File: src/rtl/regwb_scoreboard.sv
// regwb_scoreboard: write-back controller and hazard scoreboard for the
// 32x32 RV32 register file (one write port, two async read ports).
//
// Two producers share the single write port: the ALU (never back-pressured)
// and the long-latency LSU/multiplier (valid/ready). A one-entry hold buffer
// absorbs an ALU result that loses arbitration. A pending bitmap tracks
// outstanding destinations and stalls issue on RAW/WAW hazards. Only one
// long op may be outstanding.
//
// Ports:
//   Clock, nReset                - clock (rising edge), async active-low reset
//   issue_*                      - decode issue request; issue_stall (comb)
//   alu_valid/rd/data            - ALU result, accepted unconditionally
//   lsu_valid/rd/data, lsu_ready - LSU result handshake (lsu_ready comb)
//   writeRegMem, rd, dataIn      - registered register-file write port
//   busy_mask                    - registered pending-write bitmap
module regwb_scoreboard #(
  parameter int XLEN = 32,
  parameter int NREG = 32
) (
  input  logic            Clock,
  input  logic            nReset,
  input  logic            issue_valid,
  input  logic [4:0]      issue_rd,
  input  logic [4:0]      issue_rs1,
  input  logic [4:0]      issue_rs2,
  input  logic            issue_uses_rs1,
  input  logic            issue_uses_rs2,
  input  logic            issue_long,
  output logic            issue_stall,
  input  logic            alu_valid,
  input  logic [4:0]      alu_rd,
  input  logic [XLEN-1:0] alu_data,
  input  logic            lsu_valid,
  input  logic [4:0]      lsu_rd,
  input  logic [XLEN-1:0] lsu_data,
  output logic            lsu_ready,
  output logic            writeRegMem,
  output logic [4:0]      rd,
  output logic [XLEN-1:0] dataIn,
  output logic [NREG-1:0] busy_mask
);

  logic [NREG-1:0] pending_q, pending_d, set_vec, clr_vec;
  logic            long_busy_q, long_busy_d;
  logic            hold_vld_q, hold_vld_d;
  logic [4:0]      hold_rd_q, hold_rd_d;
  logic [XLEN-1:0] hold_data_q, hold_data_d;
  logic            wr_en_q, wr_en_d;
  logic [4:0]      wr_rd_q, wr_rd_d;
  logic [XLEN-1:0] wr_data_q, wr_data_d;

  logic            raw1, raw2, waw, long_hz, issue_acc, lsu_hs;
  logic            win_vld;
  logic [4:0]      win_rd;
  logic [XLEN-1:0] win_data;

  // ---------------- hazard detection ----------------
  // pending_q[0] is held at 0, so x0 sources/destinations never stall.
  assign raw1        = issue_uses_rs1 && pending_q[issue_rs1];
  assign raw2        = issue_uses_rs2 && pending_q[issue_rs2];
  assign waw         = (issue_rd != 5'd0) && pending_q[issue_rd];
  assign long_hz     = issue_long && long_busy_q;
  assign issue_stall = issue_valid && (raw1 || raw2 || waw || long_hz);
  assign issue_acc   = issue_valid && !issue_stall;

  assign lsu_ready   = !hold_vld_q;
  assign lsu_hs      = lsu_valid && lsu_ready;

  // ---------------- write-port arbitration ----------------
  // Priority: hold buffer > LSU > ALU. Whenever the ALU loses, its result
  // lands in the hold buffer; the buffer drains every cycle it is full, so a
  // single entry is enough for one ALU result per cycle.
  always_comb begin
    win_vld     = 1'b0;
    win_rd      = 5'd0;
    win_data    = '0;
    hold_vld_d  = 1'b0;
    hold_rd_d   = hold_rd_q;
    hold_data_d = hold_data_q;
    if (hold_vld_q || lsu_valid) begin
      win_vld  = 1'b1;
      win_rd   = hold_vld_q ? hold_rd_q   : lsu_rd;
      win_data = hold_vld_q ? hold_data_q : lsu_data;
      if (alu_valid) begin
        hold_vld_d  = 1'b1;
        hold_rd_d   = alu_rd;
        hold_data_d = alu_data;
      end
    end else if (alu_valid) begin
      win_vld  = 1'b1;
      win_rd   = alu_rd;
      win_data = alu_data;
    end
  end

  // A winner targeting x0 is consumed but never written.
  always_comb begin
    wr_en_d   = win_vld && (win_rd != 5'd0);
    wr_rd_d   = win_vld ? win_rd   : wr_rd_q;
    wr_data_d = win_vld ? win_data : wr_data_q;
  end

  // ---------------- scoreboard ----------------
  // Clear wins over set on the same bit; WAW stalls make that case
  // unreachable, but the ordering keeps the bitmap consistent regardless.
  always_comb begin
    set_vec = '0;
    clr_vec = '0;
    if (issue_acc && issue_rd != 5'd0) set_vec[issue_rd] = 1'b1;
    if (wr_en_q)                       clr_vec[wr_rd_q]  = 1'b1;
    pending_d    = (pending_q | set_vec) & ~clr_vec;
    pending_d[0] = 1'b0;
  end

  // Issue of a long op is only accepted while no long op is outstanding,
  // so a same-cycle handshake and new long issue leave the flag set.
  always_comb begin
    long_busy_d = long_busy_q;
    if (lsu_hs)                   long_busy_d = 1'b0;
    if (issue_acc && issue_long)  long_busy_d = 1'b1;
  end

  always_ff @(posedge Clock or negedge nReset) begin
    if (!nReset) begin
      pending_q   <= '0;
      long_busy_q <= 1'b0;
      hold_vld_q  <= 1'b0;
      hold_rd_q   <= 5'd0;
      hold_data_q <= '0;
      wr_en_q     <= 1'b0;
      wr_rd_q     <= 5'd0;
      wr_data_q   <= '0;
    end else begin
      pending_q   <= pending_d;
      long_busy_q <= long_busy_d;
      hold_vld_q  <= hold_vld_d;
      hold_rd_q   <= hold_rd_d;
      hold_data_q <= hold_data_d;
      wr_en_q     <= wr_en_d;
      wr_rd_q     <= wr_rd_d;
      wr_data_q   <= wr_data_d;
    end
  end

  assign writeRegMem = wr_en_q;
  assign rd          = wr_rd_q;
  assign dataIn      = wr_data_q;
  assign busy_mask   = pending_q;

endmodule

File: config.mk
export PLATFORM = sky130hd
export DESIGN_NAME = regwb_scoreboard
export DESIGN_NICKNAME = d
export VERILOG_FILES = /design/src/rtl/regwb_scoreboard.sv
export SDC_FILE = /design/constraint.sdc
export NUM_CORES = 1
export LEC_CHECK = 0
export CAP_MARGIN = 5
export CELL_PAD_IN_SITES_DETAIL_PLACEMENT = 1
export CELL_PAD_IN_SITES_GLOBAL_PLACEMENT = 1
export CORE_MARGIN = 2
export CORE_UTILIZATION = 39
export CTS_BUF_LIST = sky130_fd_sc_hd__clkbuf_16
export DETAILED_ROUTE_END_ITERATION = 10
export PLACE_DENSITY_LB_ADDON = 0.12
export RECOVER_POWER = 25
export SKIP_LAST_GASP = 1
export SYNTH_ARGS = -nofsm -noshare
export SYNTH_HDL_FRONTEND = slang
export SYNTH_SLANG_ARGS = --single-unit
File: constraint.sdc
create_clock -name Clock -period 4.4 [get_ports Clock]
set_input_delay 0.88 -clock Clock [delete_from_list [all_inputs] [get_ports Clock]]
set_output_delay 0.88 -clock Clock [all_outputs]
set_load 0.1 [all_outputs]
# ---- After elaboration in Yosys (flattened, before gate mapping)
# Index checks and enable logic that the tools add are counted.
dict set report word_totals {
  register_bits 108
  latchBits 0
  ramBits 0
  mem_bits_ro 0
  inputBits 97
  mem_count 0
}
dict set report op_classes {
  add_sub_neg 0
  multipliers 0
  div_mod_pow 0
  n_lt_le_gt_ge 6
  n_eq_ne 0
  shifts 0
  muxes 23
  bitwise 3
  reduce_logical 22
}
# operator n
set op_table {}
lappend op_table {{$mux W32} 5}
lappend op_table {{$and A32 B32 Y32} 1}
lappend op_table {{$not A32 Y32} 1}
lappend op_table {{$or A32 B32 Y32} 1}
lappend op_table {{$lt A5 B6 Y1 const B} 4}
lappend op_table {{$bmux W1 S5} 3}
lappend op_table {{$mux W5} 3}
lappend op_table {{$logic_and A1 B1 Y1} 12}
lappend op_table {{$demux W1 S5} 2}
lappend op_table {{$ge A5 B1 Y1 const B} 2}
lappend op_table {{$mux W1} 10}
lappend op_table {{$reduce_bool A5 Y1} 2}
lappend op_table {{$logic_or A1 B1 Y1} 4}
lappend op_table {{$logic_not A1 Y1} 2}
lappend op_table {{$reduce_and A2 Y1} 1}
lappend op_table {{$reduce_bool A2 Y1} 1}

# ---- Depth between registers and ports, before layout
# Gate-level depths: netlist (run 1).
dict set report logic_depth {
  depth_word 13
  depth_mapped 8
  ltp_nobuf 6
}

# ---- Least setup slack after synthesis (run 1)
# OpenSTA, ideal clock, no wires.
dict set report synth_timing {
  path_kind {register to output}
  start {register pending_q[22] (netlist: busy_mask[22])}
  end {output port issue_stall}
  arrival_ns 3.706
  required_time_ns 3.520
  path_slack_ns -0.186
  path_stages_with_launch 6
  path_buffers 0
  path_cell_list {dfrtp_1 -> inv_1 -> mux4_2 -> o211ai_1 -> a41oi_4 -> a31oi_1}
}
dict set report synth_via {
  elab_chain_cells 7
  word_cells_on_any_way 13
  cone_classes {mux: 6; reduce/logical: 7}
}
# element line_no
set synth_lines {}
lappend synth_lines {{from (decl)} 44} ;# logic [NREG-1:0] pending_q, pending_d, set_vec, clr_vec;
lappend synth_lines {{from (signal assigned)} 135} ;# pending_q <= pending_d;
lappend synth_lines {{$bmux W1 S5, on equally long branches} {60, 61}}
lappend synth_lines {{$mux W1, on equally long branches} {60, 61}}
lappend synth_lines {{$logic_and A1 B1 Y1, on equally long branches} {60, 61}}
lappend synth_lines {{$logic_or A1 B1 Y1} 64} ;# assign issue_stall = issue_valid && (raw1 || raw2 || waw || long_hz);
lappend synth_lines {{$logic_or A1 B1 Y1 * (2 in series)} 64}
lappend synth_lines {{$logic_and A1 B1 Y1 *} 64}
lappend synth_lines {{to (decl)} 30} ;# output logic issue_stall,
# Mark *: on every way between the ends. The rest lies on a longest branch, timed or not. The select of a mux whose other input is x is not followed.

# ---- Final worst setup path (run 1)
dict set report layout_timing {
  start {input port issue_rd[0]}
  end {output port issue_stall}
}
dict set report layout_via {
  elab_chain_cells 6
  word_cells_on_any_way 7
  cone_classes {mux: 2; reduce/logical: 5}
}
# element line_no
set layout_lines {}
lappend layout_lines {{from (decl)} 24} ;# input logic [4:0] issue_rd,
lappend layout_lines {{$bmux W1 S5} 62} ;# assign waw = (issue_rd != 5'd0) && pending_q[issue_rd];
lappend layout_lines {{$mux W1 (implied by the code)} 62}
lappend layout_lines {{$logic_and A1 B1 Y1 *} 62}
lappend layout_lines {{$logic_or A1 B1 Y1 * (2 in series)} 64}
lappend layout_lines {{$logic_and A1 B1 Y1 *} 64}
# Marks and branches as above.

==> flow_summary_export.csv, run 1 <==
group,metric,value,unit
status,status,"complete, but fails checks",
status,violations,"capacitance limit, slew limit",
timing,slew_headroom,-10.35,%
logic_synthesis,ys_seq_elements,108,
logic_synthesis,ys_top_cells_by_area,"dfrtp_1 48%, mux2_2 8.0%, o22ai_1 7.0%",
timing,setup_viol,0,
floorplan,fp.dieW,124.5,um
floorplan,num_rows,44,
logic_synthesis,ys.warnings.count,0,
place,place_hpwl,13550,um
floorplan,ios,169,
logic_synthesis,ys_top_cells_by_count,"108 x dfrtp_1, 63 x o22ai_1, 40 x mux2_2, 37 x inv_1, 36 x a21oi_1",
timing,fin_skew,0.008269,ns
grt,overflow,0,
timing,clock.fmax,242.6,MHz
cells_and_area,nets,769,
setup_path,rr_startpoint,"busy_mask[29]$_DFF_PN0_",
setup_path,crit_arrival,3.24,ns
timing,period_minus_slack,4.121,ns
clock_tree,root_buffer,"clkbuf_16",
timing,hold_viol,0,
drt,ant_nets,0,
drt,wl_met2,9088,um
logic_synthesis,synth.avg_cell_area,10.92,um2
drt,vias,5085,
drt,viasPerCell,5.906,
clock_tree,cts_setup_buffers,0,
setup_path,endpoint_kind,"primary output",
setup_path,required,3.52,ns
drt,highest_layer,"met4",
grt,grt_pass1_vias,5615,
logic_synthesis,yosysSeqAreaShare,47.70,%
clock_tree,clock_latency,0.35,ns
drt,wl_per_cell,22.25,um
setup_path,slowest_delay,0.86,ns
logic_synthesis,ys_types,49,
drt,wl_met3,1446,um
floorplan,die_area,15510,um2
drt,wl,19150,um
cells_and_area,drive_gt1_share,14.77,%
logic_synthesis,synthArstFlopShare,100.0,%
clock_tree,cts_tree,"done",
logic_synthesis,synth_nets,616,
grt,antenna_found_initial,0,
clock_tree,h-tree-depth,3,
logic_synthesis,syn_inst,519,
logic_synthesis,yosysMostFrequentCell,"dfrtp_1",
timing,worstMarginPinSlew,1.655,ns
logic_synthesis,synth-edff-count,0,
timing,slew_violations,64,
place,dpl_cell_area,7501,um2
drt,drc,0,
logic_synthesis,synth_top_area_share,47.70,%
power_and_ir_drop,p_per_area,388.8,nW/um2
floorplan,core_area,14370,um2
timing,fin_tns_setup,0,ns
grt,grt_max_degree,66,
clock_tree,post_cts_resized,0,
timing,rsz0062_at_grt,"false",
clock_tree,clkSinkCount,108,
cells_and_area,antenna_cells,0,
timing,holdWs,0.5125,ns
drt,wl_met1,8024,um
grt,track_usage,24.85,%
setup_path,crit_path_cell_trace,"clkdlybuf4s50_1, mux4_1, o22ai_1, a31oi_1, a32oi_4, a31oi_2, buf_12",
logic_synthesis,synth_top_area_cell,"dfrtp_1",
logic_synthesis,synth_ff_type,"dfrtp_1",
power_and_ir_drop,power.leakage,3.022,nW
setup_path,startpoint,"issue_rd[0]",
drt,drtIter0Drc,292,
clock_tree,cts.reportedPaths.clkPinSlew,0.07,ns
grt,grt_pass1_wl,30580,um
setup_path,path_class,"input pin to primary output",
min_path,hold_class,"flip-flop to flip-flop",
min_path,hp-start,"hold_data_q[19]$_DFFE_PN0P_",
cells_and_area,area_delta_synth_final,38.16,%
job,cap_violations,1,
clock_tree,clock_path_buffers,2,
setup_path,critPathSlowestCell,"clkdlybuf4s50_1",
setup_path,start_kind,"input pin",
floorplan,die-height,124.5,um
timing,post-route-period-util,93.67,%
drt,dr.pass1.iters,4,
setup_path,crit_path_max_fanout,14,
power_and_ir_drop,peakVddDrop,0.2327,mV
floorplan,initial_core_util,39.43,%
place,dp_worst_setup_slack,0.3204,ns
logic_synthesis,synthesis.area,5665,um2
clock_tree,hold_buffers,0,
cells_and_area,finalInstanceArea,7828,um2
cells_and_area,fin_util,54.48,%
place,port_buffers,167,
clock_tree,cts-buffers-inserted,9,
timing,fin_ws,0.2787,ns
place,gp_congestion,0.9023,
per-layer routing:
metal	track usage (%)	vias up
li1	-	2271
met1	31.27	2593
met2	39.99	179
met3	7.603	42
met4	10.11	0
met5	0	-
final timing paths:
path	endpoint	slack, ns	cells after the start
max	issue_stall	0.28	7
min	hold_data_q[19]$_DFFE_PN0P_	0.51	1
max reg2reg	busy_mask[3]$_DFF_PN0_	1.81	7
min reg2reg	hold_data_q[19]$_DFFE_PN0P_	0.51	1
max in group asynchronous	busy_mask[3]$_DFF_PN0_	1.79	2
min in group asynchronous	busy_mask[17]$_DFF_PN0_	0.93	1
report_power, final:
part	leakage, nW	internal, W	total (W)	switching [W]
registers	1.32	0.00110	0.00118	0.0000821
logic	1.53	0.000304	0.000956	0.000651
clock network	0.172	0.000550	0.000908	0.000358
cell families (layout without fill, tap and decap cells):
family,Yosys count,count (layout),share of synthesized area (%)
compound gates,165,165,19.92
flops,108,108,47.70
simple gates,100,100,9.121
buf+inv,78,236,6.073
mux,67,67,17.12
other cells,1,1,0.06619
cell usage in the layout, fill, tap and decap left out, types with 2 or more instances in the layout:
cell | Yosys | final
nand2_1 | 24 | 24
o21ai_0 | 14 | 13
mux4_1 | 3 | 3
nor3_1 | 4 | 4
a21o_1 | 4 | 4
o22ai_1 | 63 | 63
o211ai_1 | 2 | 2
clkdlybuf4s50_1 | 0 | 164
clkinv_2 | 0 | 2
nand3b_1 | 2 | 2
mux4_2 | 16 | 16
a221oi_1 | 28 | 28
nand4_2 | 4 | 4
mux2_2 | 40 | 40
nor2b_1 | 4 | 4
buf_4 | 5 | 15
and3_1 | 4 | 4
and3b_1 | 3 | 3
a21oi_1 | 36 | 36
clkbuf_16 | 0 | 9
nand3_1 | 4 | 4
inv_1 | 37 | 38
bufinv_16 | 0 | 3
nor3b_1 | 9 | 9
a22oi_1 | 6 | 6
mux2i_1 | 8 | 8
nor2_1 | 35 | 35
dfrtp_1 | 108 | 108
area by class of cell:
class	instances	area (um2)
inverter	38	142.6
fill	1497	6541
clock inverter	7	107.6
timing repair buffer	182	1783
sequential	108	2703
tap	184	230.2
clock buffer	9	225.2
multi-input combinational	333	2636
through the flow:
step,instances,total power (W)
6_report,861,0.003043
5_1_grt,861,0.003160
4_1_cts,861,0.003067
3_5_place_dp,845,0.002153
3_3_place_gp,845,0.002129
2_1_floorplan,519,0.001824
state kept, by name, indices dropped and copies added, names as in the netlist:
| name | cells |
|---|---|
| hold_vld_q | 1 |
| long_busy_q | 1 |
| hold_rd_q | 5 |
| hold_data_q | 32 |
| busy_mask | 31 |
| rd | 5 |
| writeRegMem | 1 |
| dataIn | 32 |
critical path: cells and delay by family:
kind / cells / cell delay, ns
AOI/OAI and AO/OA: 4 / 0.65
buffers and inverters: 2 / 1.05
muxes: 1 / 0.64
Power figures use the tool's default switching activity.
==> inputs of run 2 (changes only) <==
Settings changed: ABC_CLOCK_PERIOD_IN_PS from default to 4400, CAP_MARGIN 5 to default, CTS_CLUSTER_DIAMETER from default to 80.
==> results of run 2 <==
No change in the layout: final DEF, timing and power equal those of run 1.
